[config.mk]
export PLATFORM = sky130hd
export DESIGN_NAME = z_writeback
export DESIGN_NICKNAME = d
export VERILOG_FILES = /design/src/rtl/z_writeback.sv
export SDC_FILE = /design/constraint.sdc
export NUM_CORES = 1
export LEC_CHECK = 0
export BUFFER_PORTS_ARGS = -buffer_cell sky130_fd_sc_hd__buf_2
export CORE_MARGIN = 2
export CORE_UTILIZATION = 46
export CTS_CLUSTER_SIZE = 20
export DETAILED_ROUTE_END_ITERATION = 16
export PLACE_DENSITY = 0.75
export SLEW_MARGIN = 10
export SYNTH_ARGS = -nofsm -noshare
export SYNTH_HDL_FRONTEND = slang
export SYNTH_SLANG_ARGS = --single-unit
[constraint.sdc]
create_clock -name Clock -period 4.6 [get_ports Clock]
set_input_delay 0.92 -clock Clock [delete_from_list [all_inputs] [get_ports Clock]]
set_output_delay 0.92 -clock Clock [all_outputs]
set_load 0.005 [all_outputs]
[src/rtl/z_writeback.sv]
// Writeback stage: latches the 64-bit ALU result into Z, drains it onto the
// 32-bit bus as one or two beats, and updates HI/LO for multiply/divide.
module z_writeback #(
  parameter int         DATA_W = 32,
  parameter logic [4:0] OP_MUL = 5'b01110,
  parameter logic [4:0] OP_DIV = 5'b01111
) (
  input  logic                  Clock,
  input  logic                  Clear,
  input  logic [4:0]            Control,
  input  logic [2*DATA_W-1:0]   reg_C,
  input  logic                  c_valid,
  output logic                  c_ready,
  output logic [DATA_W-1:0]     bus_out,
  output logic                  bus_valid,
  input  logic                  bus_ready,
  output logic                  bus_sel,
  output logic [DATA_W-1:0]     lo_out,
  output logic [DATA_W-1:0]     hi_out,
  output logic                  z_zero,
  output logic                  z_neg,
  output logic                  busy
);

  localparam logic [1:0] S_IDLE = 2'd0;
  localparam logic [1:0] S_LO   = 2'd1;
  localparam logic [1:0] S_HI   = 2'd2;

  logic [1:0]          state_q, state_d;
  logic [2*DATA_W-1:0] z_q, z_d;
  logic [4:0]          op_q, op_d;
  logic [DATA_W-1:0]   lo_q, lo_d;
  logic [DATA_W-1:0]   hi_q, hi_d;
  logic                zero_q, zero_d;
  logic                neg_q, neg_d;

  logic in_wide;
  logic op_wide;

  assign in_wide = (Control == OP_MUL) || (Control == OP_DIV);
  assign op_wide = (op_q == OP_MUL) || (op_q == OP_DIV);

  // Outputs depend on registered state only, never on c_valid or bus_ready.
  always_comb begin
    c_ready   = 1'b0;
    bus_valid = 1'b0;
    bus_sel   = 1'b0;
    bus_out   = '0;
    busy      = 1'b0;
    case (state_q)
      S_LO: begin
        bus_valid = 1'b1;
        busy      = 1'b1;
        bus_out   = z_q[DATA_W-1:0];
      end
      S_HI: begin
        bus_valid = 1'b1;
        busy      = 1'b1;
        bus_sel   = 1'b1;
        bus_out   = z_q[2*DATA_W-1:DATA_W];
      end
      default: c_ready = 1'b1;
    endcase
  end

  always_comb begin
    state_d = state_q;
    z_d     = z_q;
    op_d    = op_q;
    lo_d    = lo_q;
    hi_d    = hi_q;
    zero_d  = zero_q;
    neg_d   = neg_q;
    case (state_q)
      S_LO: begin
        if (bus_ready) begin
          if (op_wide) begin
            lo_d    = z_q[DATA_W-1:0];
            state_d = S_HI;
          end else begin
            state_d = S_IDLE;
          end
        end
      end
      S_HI: begin
        if (bus_ready) begin
          hi_d    = z_q[2*DATA_W-1:DATA_W];
          state_d = S_IDLE;
        end
      end
      default: begin
        state_d = S_IDLE;
        if (c_valid) begin
          z_d     = reg_C;
          op_d    = Control;
          state_d = S_LO;
          // Flag width follows the op: full 64 bits for MUL/DIV, low word otherwise.
          if (in_wide) begin
            zero_d = (reg_C == '0);
            neg_d  = reg_C[2*DATA_W-1];
          end else begin
            zero_d = (reg_C[DATA_W-1:0] == '0);
            neg_d  = reg_C[DATA_W-1];
          end
        end
      end
    endcase
  end

  always_ff @(posedge Clock or posedge Clear) begin
    if (Clear) begin
      state_q <= S_IDLE;
      z_q     <= '0;
      op_q    <= '0;
      lo_q    <= '0;
      hi_q    <= '0;
      zero_q  <= 1'b0;
      neg_q   <= 1'b0;
    end else begin
      state_q <= state_d;
      z_q     <= z_d;
      op_q    <= op_d;
      lo_q    <= lo_d;
      hi_q    <= hi_d;
      zero_q  <= zero_d;
      neg_q   <= neg_d;
    end
  end

  assign lo_out = lo_q;
  assign hi_out = hi_q;
  assign z_zero = zero_q;
  assign z_neg  = neg_q;

endmodule
# [Word level (Yosys, flattened, before mapping)]
# Index checks and enable logic that the tools add are counted.
[totals] output_inout_bits=102 ff_bits=137 elab_cells=36 inputBits=73
[classes] mux=11 n_eq_ne=8 reduce_logical=9 bitwise_logic=1
[ops] op="$logic_not A64 Y1" n=1
[ops] op="$pmux W32 S2" n=1
[ops] op="$logic_not A32 Y1" n=1
[ops] op="$eq A5 B4 Y1 const B" n=4
[ops] op="$mux W1" n=6
[ops] op="$mux W2" n=3
[ops] op="$reduce_and A2 Y1" n=3
[ops] op="$ne A2 B2 Y1 const B" n=2
[ops] op="$pmux W2 S2" n=1
[ops] op="$reduce_and A3 Y1" n=1
[ops] op="$eq A2 B1 Y1 const B" n=1
[ops] op="$eq A2 B2 Y1 const B" n=1
[ops] op="$logic_or A1 B1 Y1" n=2
[ops] op="$reduce_or A2 Y1" n=1
[ops] op="$not A1 Y1" n=1

# [Longest topological paths before layout]
[depth] ltp_word=5 depth_mapped=8 mapped_depth_nobuf=6

# [Worst setup path after synthesis]
# Ideal clock, no wire load.
[synth_path] path_type="reg-to-output" startpoint="register state_q[0]" endpoint="output bus_out[0]" path_buffers=2 t_arrival_ps=1301 slack_ps=2379 stages_incl_launch_ff=7 path_cell_list="dfrtp_1 -> inv_1 -> ha_1 -> clkbuf_1 -> clkbuf_1 -> a22oi_1 -> nor2_1"
[synth_between] elab_chain_cells=2 word_cells_on_any_way=3
[synth_rtl] item="start, declared" line="29" source="logic [1:0] state_q, state_d;"
[synth_rtl] item="start signal, assigned" line="120" source="state_q <= state_d;"
[synth_rtl] item="$eq A2 B2 Y1 / $eq A2 B1 Y1 (equally long branches)" line="50" source="case (state_q)"
[synth_rtl] item="$pmux W32 S2 *" line="50"
[synth_rtl] item="end, declared" line="14" source="output logic [DATA_W-1:0] bus_out,"
# Every way passes the cells marked *; elsewhere a longest branch is shown, timed or not.

# [Worst setup path after layout]
[layout_path] startpoint="register state_q[1]" endpoint="output bus_out[12]"
# The elaborated chain is that of the path after synthesis.

==> qor.csv <==
stage,metric,value,unit
global_route,grt-ovfl-total,0,
drt,first_iter_violations,293,
global_route,gr-usage-met2,0.3520,
cts,insertion_delay,0.41,ns
placement,place_inst,725,
final_layout,mostFrequentLayoutCells,"173 x buf_2, 136 x dfrtp_1, 102 x mux2_2",
cts,cts_buffers,17,
cts,ctsHtreeMaxLevel,4,
die,dieArea,13480,sq um
sta,setup_viol,0,
flow_run,max_cap_violations,0,
final_layout,seq_area,3403,sq um
worst_setup_path,timing_worst_setup_path_type,register to output pin,
final_layout,final_area,7411,sq um
logic_synthesis,syn_avg_cell_area,14.35,sq um
drt,drc_errors,0,
final_layout,syn_to_final_growth,28.18,%
die,start_util,0.4754,
power_and_ir_drop,peakVddDrop,0.0002374,V
worst_setup_path,start_kind,register,
cts,cts_buffer_depth,2,
logic_synthesis,syn_area,5782,sq um
worst_setup_path,crit_path_max_fanout,19,
placement,place_area,6779,sq um
logic_synthesis,syn-instance-count,403,
sta,slew_headroom,0.3433,
die,pin_count,175,
sta,timing.setup.tns,0,ns
power_and_ir_drop,p_leak,0.003790,uW
drt,drtPass1Iterations,4,
worst_setup_path,slowest_delay,0.48,ns
worst_setup_path,crit_required,3.68,ns
logic_synthesis,syn-num-nets,478,
global_route,grt_use_total,0.2299,
min_path,hp-class,register to register,
sta,layout_min_cycle_time,3.068,ns
power_and_ir_drop,power_density,570.1,nW/um^2
global_route,grt_pass1_wl,22.69,mm
placement,gp_congestion,0.8741,
worst_setup_path,worstSetupEndpointType,output pin,
global_route,use_met3,0.05916,
final_layout,fin_cells,757,
global_route,grt_pass1_vias,4034,
drt,ant_nets,0,
final_layout,final_util,0.6094,
die,fp-row-count,40,
global_route,top_usage_layer,met2,
final_layout,nets,651,
sta,holdWs,0.4988,ns
logic_synthesis,synth_top_area_frac,0.5886,
logic_synthesis,synth.distinct_cells,23,
sta,rsz0062_at_grt,false,
logic_synthesis,yosys_register_bits,136,
sta,finalCritPeriodShare,0.6669,
die,core-area,12160,sq um
cts,clk_pin_slew,0.06,ns
cts,cts.sinks,136,
sta,hold_viol,0,
cts,clockRootBuffer,clkbuf_16,
logic_synthesis,synth-seq-area-share,0.5886,
final_layout,final_common_cell,buf_2,
sta,skew,0.008265,ns
die,die_width,116.1,um
sta,fmax,0.3260,GHz
logic_synthesis,synth_top_area_cell,dfrtp_1,
placement,dp_hpwl,11.03,mm
placement,numPortBuffers,173,
final_layout,diodes,0,
global_route,grt_max_degree,112,
cts,cts_setup_buffers,0,
final_layout,layout-drive-gt1-share,0.5874,
global_route,antenna_found_initial,0,
drt,viasPerCell,5.350,
drt,wl,15.16,mm
drt,vias,4050,
global_route,use_met1,0.3202,
worst_setup_path,crit_chain,inv_1 -> ha_1 -> buf_4 -> a22oi_1 -> nor2_1 -> buf_2,
drt,wire_per_inst,20.03,um
cts,cts_tree,yes,
logic_synthesis,yosysWarningCount,0,
final_layout,multi_input_area,2220,sq um
worst_setup_path,cp_slowest_cell,ha_1,
outcome,outcome,finished clean,
sta,worst_slew_pin_slew,0.9851,ns
cts,holdBufCountCts,0,
die,die_h,116.1,um
final_layout,fill_cells,968,
cts,cts-resized-gates,0,
logic_synthesis,netlist_top_cells_area,"dfrtp_1 59%, mux2_2 20%, mux2_4 7.8%",
worst_setup_path,cp.arrival,2.15,ns
sta,finalMaxSlewViolations,0,
metal layers:
metal / up-vias / routed length, um / part of all wire
li1: 1825 / - / -
met1: 2080 / 6737 / 0.44
met2: 124 / 7265 / 0.48
met3: 21 / 842 / 0.056
met4: 0 / 318 / 0.021
met5: - / 0 / 0
critical path: cells and delay by family, from the launching register on:
family / cells / cell delay (ns)
and+or+nand+nor: 1 / 0.18
adders and majority gates: 1 / 0.48
DFF: 1 / 0.40
AOI/OAI and AO/OA: 1 / 0.12
buffers and inverters: 3 / 0.55
power breakdown:
group	total [uW]	leakage, uW	switching [uW]	internal [uW]
logic	951	0.00178	383	568
registers	1830	0.00171	282	1550
clock network	1440	0.000303	503	937
kinds of logic after synthesis:
kind of cell | count (synthesis) | synth area share
fa+ha+maj | 2 | 0.004327
simple gates | 64 | 0.05389
compound gates | 37 | 0.04696
flops | 136 | 0.5886
mux | 133 | 0.2783
buf+inv | 31 | 0.02792
layout make-up:
type | count | area share
flip-flops and latches | 136 | 0.4592
clock buffers | 21 | 0.06213
well taps | 168 | 0.02836
multi-input cells | 236 | 0.2995
inverters | 4 | 0.002701
repair buffers | 181 | 0.1249
clock inverters | 11 | 0.02313
cells in the mapped netlist:
master,count
nand4b_1,1
nand3_2,1
mux2_4,30
a22oi_1,32
mux2_2,102
nor2_1,34
clkbuf_1,10
and4b_1,1
nand2_1,5
nand4_1,3
nand3_1,2
buf_2,12
inv_1,4
mux2i_1,1
o21bai_1,1
ha_1,2
o21ai_0,3
or4_1,1
dfrtp_1,136
buf_6,3
buf_4,2
a22o_1,1
nor4_1,16
metrics by stage:
| stage | setup slack [ns] | total power (uW) |
|---|---|---|
| floorplan | 0.04054 | 2348 |
| global placement | 2.011 | 2750 |
| detailed placement | 1.960 | 2802 |
| CTS | 1.532 | 4254 |
| global route | 1.381 | 4423 |
| finish | 1.532 | 4225 |
final timing paths:
path,startpoint,to,slack [ns],cells past startpoint
min in group asynchronous,Clear,lo_out[23],0.72,2
min,hi_out[26],hi_out[26],0.50,1
max,state_q[1],bus_out[12],1.53,6
min reg2reg,hi_out[26],hi_out[26],0.50,1
max in group asynchronous,Clear,z_q[32],2.96,3
max reg2reg,state_q[0],z_zero,1.91,6
registers in the layout (all words and copies together), names as in the netlist:
| register | count |
|---|---|
| z_q | 64 |
| lo_out | 32 |
| hi_out | 32 |
| op_q | 4 |
| state_q | 2 |
| z_neg | 1 |
| z_zero | 1 |
(Power assumes the default switching activity.)
